$ cat config.mk
export PLATFORM = sky130hd
export DESIGN_NAME = mcycle_unit
export DESIGN_NICKNAME = d
export VERILOG_FILES = /design/src/rtl/mcycle_unit.sv
export SDC_FILE = /design/constraint.sdc
export NUM_CORES = 1
export LEC_CHECK = 0
export ABC_AREA = 1
export BUFFER_PORTS_ARGS = -buffer_cell sky130_fd_sc_hd__buf_2
export CELL_PAD_IN_SITES_DETAIL_PLACEMENT = 1
export CELL_PAD_IN_SITES_GLOBAL_PLACEMENT = 2
export CORE_ASPECT_RATIO = 1.4
export CORE_MARGIN = 8
export CORE_UTILIZATION = 30
export CTS_CLUSTER_SIZE = 24
export DETAILED_ROUTE_END_ITERATION = 7
export PLACE_DENSITY_LB_ADDON = 0.1
export RECOVER_POWER = 50
export SYNTH_ARGS = -nofsm -noshare
export SYNTH_HDL_FRONTEND = slang
export SYNTH_SLANG_ARGS = --single-unit
export TNS_END_PERCENT = 5
$ cat constraint.sdc
create_clock -name CLK -period 1.7 [get_ports CLK]
set_input_delay 0.085 -clock CLK [delete_from_list [all_inputs] [get_ports CLK]]
set_output_delay 0.085 -clock CLK [all_outputs]
set_load 0.01 [all_outputs]
$ cat src/rtl/mcycle_unit.sv
// Iterative multiply/divide unit: one bit per cycle, width iterations + 1 finalize cycle.
// Signed operations run on magnitudes; the sign correction is applied in the finalize cycle.
module mcycle_unit #(
  parameter int width = 4
) (
  input  logic             CLK,
  input  logic             RESET,
  input  logic             Start,
  input  logic [1:0]       MCycleOp,
  input  logic [width-1:0] Operand1,
  input  logic [width-1:0] Operand2,
  output logic [width-1:0] Result1,
  output logic [width-1:0] Result2,
  output logic             Busy
);

  localparam int CW = $clog2(width + 1);
  localparam logic [width-1:0] MOST_NEG = {1'b1, {(width-1){1'b0}}};

  typedef enum logic {IDLE, COMPUTING} state_t;

  state_t           state, state_nxt;
  logic [CW-1:0]    cnt;
  logic [1:0]       op;
  logic [width-1:0] opa, opb;
  logic [width-1:0] mag_b;
  logic [width-1:0] hi, lo;
  logic             neg_q, neg_r;
  logic             last;

  // launch-time magnitudes and signs
  logic             sgn_in, s1, s2;
  logic [width-1:0] m1, m2;

  // iteration datapath
  logic [width:0]   mul_sum;
  logic [width:0]   div_trial;

  // finalize datapath
  logic [2*width-1:0] prod, prod_s;
  logic [width-1:0]   quo_s, rem_s;
  logic               div_zero, div_ovf;

  assign last = (cnt == CW'(width));

  always_comb begin
    sgn_in = ~MCycleOp[0];
    s1     = sgn_in & Operand1[width-1];
    s2     = sgn_in & Operand2[width-1];
    m1     = s1 ? (~Operand1 + 1'b1) : Operand1;
    m2     = s2 ? (~Operand2 + 1'b1) : Operand2;
  end

  // Multiply and divide share the {hi, lo} pair: lo holds multiplier/quotient, hi the
  // upper accumulator/partial remainder.
  always_comb begin
    mul_sum   = {1'b0, hi} + {1'b0, (lo[0] ? mag_b : '0)};
    div_trial = {hi, lo[width-1]} - {1'b0, mag_b};
  end

  always_comb begin
    prod     = {hi, lo};
    prod_s   = neg_q ? (~prod + 1'b1) : prod;
    quo_s    = neg_q ? (~lo + 1'b1) : lo;
    rem_s    = neg_r ? (~hi + 1'b1) : hi;
    div_zero = (opb == '0);
    div_ovf  = (op == 2'b10) && (opa == MOST_NEG) && (opb == '1);
  end

  // state register
  always_ff @(posedge CLK) begin
    if (RESET) state <= IDLE;
    else       state <= state_nxt;
  end

  // next-state logic
  always_comb begin
    state_nxt = state;
    unique case (state)
      IDLE:      if (Start) state_nxt = COMPUTING;
      COMPUTING: if (last)  state_nxt = IDLE;
      default:   state_nxt = IDLE;
    endcase
  end

  // output logic
  always_comb begin
    Busy = (state == COMPUTING);
  end

  always_ff @(posedge CLK) begin
    if (RESET) begin
      cnt     <= '0;
      op      <= '0;
      opa     <= '0;
      opb     <= '0;
      mag_b   <= '0;
      hi      <= '0;
      lo      <= '0;
      neg_q   <= 1'b0;
      neg_r   <= 1'b0;
      Result1 <= '0;
      Result2 <= '0;
    end else begin
      unique case (state)
        IDLE: begin
          if (Start) begin
            cnt   <= '0;
            op    <= MCycleOp;
            opa   <= Operand1;
            opb   <= Operand2;
            hi    <= '0;
            neg_q <= s1 ^ s2;
            neg_r <= s1;
            if (MCycleOp[1]) begin
              lo    <= m1;
              mag_b <= m2;
            end else begin
              lo    <= m2;
              mag_b <= m1;
            end
          end
        end
        COMPUTING: begin
          if (!last) begin
            cnt <= cnt + 1'b1;
            if (!op[1]) begin
              hi <= mul_sum[width:1];
              lo <= {mul_sum[0], lo[width-1:1]};
            end else if (!div_trial[width]) begin
              hi <= div_trial[width-1:0];
              lo <= {lo[width-2:0], 1'b1};
            end else begin
              hi <= {hi[width-2:0], lo[width-1]};
              lo <= {lo[width-2:0], 1'b0};
            end
          end else begin
            if (!op[1]) begin
              Result1 <= prod_s[width-1:0];
              Result2 <= prod_s[2*width-1:width];
            end else if (div_zero) begin
              Result1 <= '1;
              Result2 <= opa;
            end else if (div_ovf) begin
              Result1 <= MOST_NEG;
              Result2 <= '0;
            end else begin
              Result1 <= quo_s;
              Result2 <= rem_s;
            end
          end
        end
        default: ;
      endcase
    end
  end

endmodule

# ---- Word-level counts from Yosys, hierarchy flattened
# Cells that the tools add are included.
dict set report word_totals {
  wordCells 72
  out_inout_bits 9
  register_bits 36
  input_bits 13
}
dict set report op_classes {
  eq_ne 6
  n_mux 30
  bitwise 10
  n_addsub 8
  n_reduce_logical 6
}
# op n
set op_table {}
lappend op_table {{2-to-1 mux 4 bit} 20}
lappend op_table {{adder 4 x 1 -> 4 bit, second input constant} 4}
lappend op_table {{NOT 4 bit} 4}
lappend op_table {{one-hot mux 4 bit (2 select lines)} 2}
lappend op_table {{adder 8 x 1 -> 8 bit, second input constant} 1}
lappend op_table {{== test 4 bit, second input constant} 2}
lappend op_table {{2-to-1 mux 8 bit} 1}
lappend op_table {{NOT 8 bit} 1}
lappend op_table {{2-to-1 mux 3 bit} 2}
lappend op_table {{one-hot mux 3 bit (2 select lines)} 1}
lappend op_table {{AND reduction 2 bit} 3}
lappend op_table {{adder 4 x 4 -> 5 bit} 1}
lappend op_table {{subtractor 5 x 4 -> 5 bit} 1}
lappend op_table {{zero test 4 bit} 1}
lappend op_table {{inequality test 2 bit, second input constant} 2}
lappend op_table {{adder 3 x 1 -> 3 bit, second input constant} 1}
lappend op_table {{== test 3 bit, second input constant} 1}
lappend op_table {{2-to-1 mux 1 bit} 3}
lappend op_table {{bitwise AND 1 bit} 2}
lappend op_table {{== test 2 bit, second input constant} 1}
lappend op_table {{logical AND 1 bit} 2}
lappend op_table {{NOT 1 bit} 2}
lappend op_table {{one-hot mux 1 bit (2 select lines)} 1}
lappend op_table {{XOR 1 bit} 1}

# ---- Depth between registers and ports, before layout
dict set report depth {
  depth_word 6
  ltp_mapped 12
}

# ---- Least setup slack after synthesis
# No wires, ideal clock.
dict set report synth_timing {
  path_kind {flip-flop to flip-flop}
  start {reg lo[3]}
  end {reg hi[3]}
  required_time_ns 1.630
  setup_time_ns 0.070
  period_less_slack_ns 1.736
  path_stages_with_launch 13
  arrival_time_ns 1.666
  path_buffers 0
  setup_slack_ns -0.036
  cell_sequence {dfxtp_1 > inv_1 > ha_1 > fa_1 > inv_1 > nand3_2 > nand2_1 > nand2_2 > nand2_1 > nand2_1 > nand3_1 > nand2_1 > a21oi_1}
}
dict set report synth_between {
  elab_chain_cells 5
}
# item line_no
set synth_lines {}
lappend synth_lines {{start: declaration} 27} ;# logic [width-1:0] hi, lo;
lappend synth_lines {{start signal: assignment} 116} ;# lo <= m1;
lappend synth_lines {{start signal: assignment} 119} ;# lo <= m2;
lappend synth_lines {{start signal: assignment} 129} ;# lo <= {mul_sum[0], lo[width-1:1]};
lappend synth_lines {{subtractor 5 x 4 -> 5 bit} 58} ;# div_trial = {hi, lo[width-1]} - {1'b0, mag_b};
lappend synth_lines {{2-to-1 mux 4 bit} 130} ;# end else if (!div_trial[width]) begin
lappend synth_lines {{2-to-1 mux 4 bit} 127} ;# if (!op[1]) begin
lappend synth_lines {{2-to-1 mux 4 bit} 125} ;# if (!last) begin
lappend synth_lines {{one-hot mux 4 bit (2 select lines)} 105} ;# unique case (state)
lappend synth_lines {{end signal: assignment} 128} ;# hi <= mul_sum[width:1];
lappend synth_lines {{end signal: assignment} 131} ;# hi <= div_trial[width-1:0];
lappend synth_lines {{end signal: assignment} 134} ;# hi <= {hi[width-2:0], lo[width-1]};
lappend synth_lines {{end: declaration} 27}
# No other way between the ends. The select of a mux whose other input is x is not followed.
# A chain may end at the register's enable or synchronous reset.

# ---- Worst setup path in the final report
dict set report layout_timing {
  start {reg lo[3]}
  end {reg hi[0]}
}
dict set report layout_between {
  elab_chain_cells 5
}
# item line_no
set layout_lines {}
lappend layout_lines {{subtractor 5 x 4 -> 5 bit} 58}
lappend layout_lines {{2-to-1 mux 4 bit (*)} 130}
lappend layout_lines {{2-to-1 mux 4 bit (*)} 127}
lappend layout_lines {{2-to-1 mux 4 bit (*)} 125}
lappend layout_lines {{one-hot mux 4 bit (2 select lines) (*)} 105}
# Every way passes the cells marked *; elsewhere a longest branch is shown, timed or not. The select of a mux whose other input is x is not followed.

==> run_results.csv <==
group,metric,value,unit
worst_setup_path,cp_slowest_cell,"fa_2",
detailed_routing,dr.pass1.iters,4,
worst_setup_path,cp_max_fo,3,
synth,syn_avg_cell_area,6.84,µm²
layout,num-fill-cells,1036,
layout,fin_area,3090,µm²
synth,yosysUniqueCellTypes,39,
status,outcome,"finished, violations left",
global_route,grt_use_total,14.5,%
synth,synth_compound_area_share,20.5,%
synth,synth-seq-cells,36,
synth,synth_top_area_share,28.8,%
placement,dp_cells,495,
worst_setup_path,rr_worst_depth,10,
sta,setup_violations,1,
layout,n_antenna_cell,0,
sta,rsz0062_at_grt,"yes",
synth,netlist_area,2500,µm²
synth,muxShareOfSynthArea,0,%
die,start_util,30.7,%
synth,synth_top_family_by_area,"simple AND/OR/NAND/NOR gates",
worst_setup_path,cp.arrival,1930,ps
detailed_routing,drt_iter0_drc,79,
sta,fin_worst_skew,4.11,ps
placement,gp_congestion,0.797,
sta,hold_violations,0,
clocking,numCtsBuffers,5,
detailed_routing,highest_layer,"met4",
synth,synth-simple-area-share,27.5,%
clocking,clk_pin_slew,60,ps
clocking,cts_root_buffer,"clkbuf_16",
global_route,first_global_vias,2597,
power_and_ir_drop,peakVddDrop,375,µV
power_and_ir_drop,power_density,820,nW/µm²
synth,yosys.area.top_type,"dfxtp_1",
global_route,grt_overflow,0,
synth,ys_seq_area_share,28.8,%
sta,max_slew_margin,73.0,%
sta,drv_slew,0,
sta,setup_ws,-18.5,ps
synth,synth_fa_ha_area_share,8.59,%
detailed_routing,drtAntennaViolNets,0,
die,die_area,11600,µm²
worst_setup_path,crit_path_frequent_cell,"nand3_1",
sta,max_slew.worst_pin.slew,405,ps
detailed_routing,vias_per_cell,4.88,
clocking,htreeDepth,2,
die,core_area,8150,µm²
detailed_routing,routed_wl,8220,µm
placement,dp_slack,-43.1,ps
layout,syn_to_final_growth,23.2,%
synth,synth-xor-area-share,2.80,%
status,violations,"negative setup slack",
global_route,grt_max_degree,28,
worst_setup_path,slowest_delay,340,ps
worst_hold_path,hold_path_class,"in2reg",
power_and_ir_drop,power.total,2.53,mW
worst_setup_path,cp-end-kind,"flip-flop",
detailed_routing,drc,0,
layout,layout.nets,431,
layout,drive_above_1_share,23.1,%
die,die_w,93.2,µm
placement,io_buffers,21,
layout,stdcell_count,505,
clocking,cts_tree,"yes",
global_route,grt_antenna_before_repair,0,
layout,final_util,37.9,%
placement,place_area,2800,µm²
sta,fmax,582,MHz
sta,hold_ws,91.6,ps
clocking,clock-sinks,36,
synth,syn-instance-count,366,
detailed_routing,detail_route.wl_per_cell,16.3,µm
detailed_routing,route.vias.total,2462,
worst_setup_path,crit_chain,"inv_2, ha_4, fa_2, inv_2, nand3_4, nand3_1, nand3_1, nand3_1, nand2_1, a21oi_2",
synth,synth_warnings,0,
flow_run,maxCapViolCount,0,
die,die_h,124,µm
worst_setup_path,cp-start-kind,"flip-flop",
worst_setup_path,crit_type,"reg2reg",
sta,fin_crit,1720,ps
clocking,clk_latency,290,ps
detailed_routing,wl_met3,129,µm
die,io_pins,22,
synth,synthTopCellsByArea,"dfxtp_1 (29%), nand2_1 (11%), inv_1 (7.9%), ha_1 (7.0%), nand3_1 (6.8%)",
sta,tns,-18.5,ps
clocking,cts_buffer_depth,2,
die,rows,39,
detailed_routing,met2_length,4420,µm
detailed_routing,wl_met1,3560,µm
power_and_ir_drop,p_leak,1.40,nW
worst_hold_path,worstHoldPathCells,3,
sta,fin_crit_sh,101,%
placement,dp_hpwl,6390,µm
global_route,grt_pass1_wl,13000,µm
worst_setup_path,cp_data_required_time,1910,ps
synth,synth.net_count,395,
-- worst max-delay path, delay by kind of cell (launching register included) --
family / cells / cell delay (ps)
AND/OR/NAND/NOR: 5 / 560
adder cells (fa/ha/maj): 2 / 490
flip-flops: 1 / 330
buffers and inverters: 2 / 130
AO/OA/AOI/OAI: 1 / 130
-- cell usage after synthesis --
master / count
a211oi_1: 1
a21oi_1: 29
a21oi_2: 7
a21oi_4: 1
a22oi_1: 1
a311oi_1: 1
a31oi_1: 1
a31oi_2: 1
buf_2: 5
buf_4: 1
buf_6: 1
clkbuf_1: 2
clkinv_1: 1
clkinv_2: 1
dfxtp_1: 36
fa_1: 2
ha_1: 14
inv_1: 53
inv_2: 7
inv_4: 2
nand2_1: 76
nand2_2: 1
nand2_8: 2
nand3_1: 34
nand3_2: 4
nand4_1: 5
nor2_1: 19
nor2_2: 2
nor2_4: 1
nor3_1: 4
o211ai_1: 3
o21a_1: 3
o21ai_0: 24
o21ai_1: 7
o21ai_2: 2
o221ai_1: 2
o22ai_1: 2
xnor2_1: 2
xor2_1: 6
-- metal layers --
metal | up-vias | GRT usage [%]
met3 | 6 | 2.23
li1 | 1275 | -
met5 | - | 0
met4 | 0 | 4.55
met2 | 19 | 27.1
met1 | 1162 | 16.3
-- registers in the layout, indices dropped and copies added, names as in the netlist --
| signal | flops |
|---|---|
| Result2 | 4 |
| lo | 4 |
| op | 2 |
| mag_b | 4 |
| neg_r | 1 |
| opb | 4 |
| neg_q | 1 |
| hi | 4 |
| opa | 4 |
| Busy | 1 |
| cnt | 3 |
| Result1 | 4 |
-- power breakdown --
group | internal (mW) | switching, mW
logic | 0.236 | 0.411
clock network | 0.546 | 0.390
registers | 0.894 | 0.0548
-- cell type report --
class / instances / area (µm²) / share of cell area [%]
flip-flops and latches: 36 / 732 / 23.7
repair buffers: 38 / 221 / 7.18
well taps: 102 / 128 / 4.14
clock inverters: 3 / 21.3 / 0.689
clock buffers: 5 / 125 / 4.06
multi-input cells: 257 / 1610 / 52.2
inverters: 64 / 246 / 7.99
-- kinds of logic after synthesis --
kind of cell	count (synthesis)
simple gates	148
fa+ha+maj	16
flops	36
xor+xnor	8
buf+inv	73
compound gates	85
-- what timing repair did --
action	CTS	global route
endpoints found under the hold margin	0	0
setup buffers	1	1
endpoints found under the setup margin	5	6
pin swaps	2	9
hold buffers	0	0
gates resized for setup	14	25
-- placed cells by master, fill, tap and decap left out, drive strengths merged, types with 3 or more instances in the layout --
cell / instances
nand2: 79
inv: 63
nand3: 38
a21oi: 37
dfxtp: 36
o21ai: 33
buf: 29
nor2: 22
ha: 14
clkbuf: 14
xor2: 6
nand4: 5
nor3: 4
o211ai: 3
o21a: 3
clkinv: 3
-- path summary, 6_finish.rpt --
path | startpoint | to | slack (ps)
hold reg to reg | cnt[1]$_SDFFE_PP0P_ | cnt[1]$_SDFFE_PP0P_ | 480
hold / removal | MCycleOp[0] | op[0]$_SDFFE_PP0P_ | 90
setup reg to reg | lo[3]$_SDFFE_PP0P_ | hi[0]$_SDFFE_PP0P_ | -20
setup / recovery | lo[3]$_SDFFE_PP0P_ | hi[0]$_SDFFE_PP0P_ | -20
No activity file was read; power rests on OpenSTA's default activity.
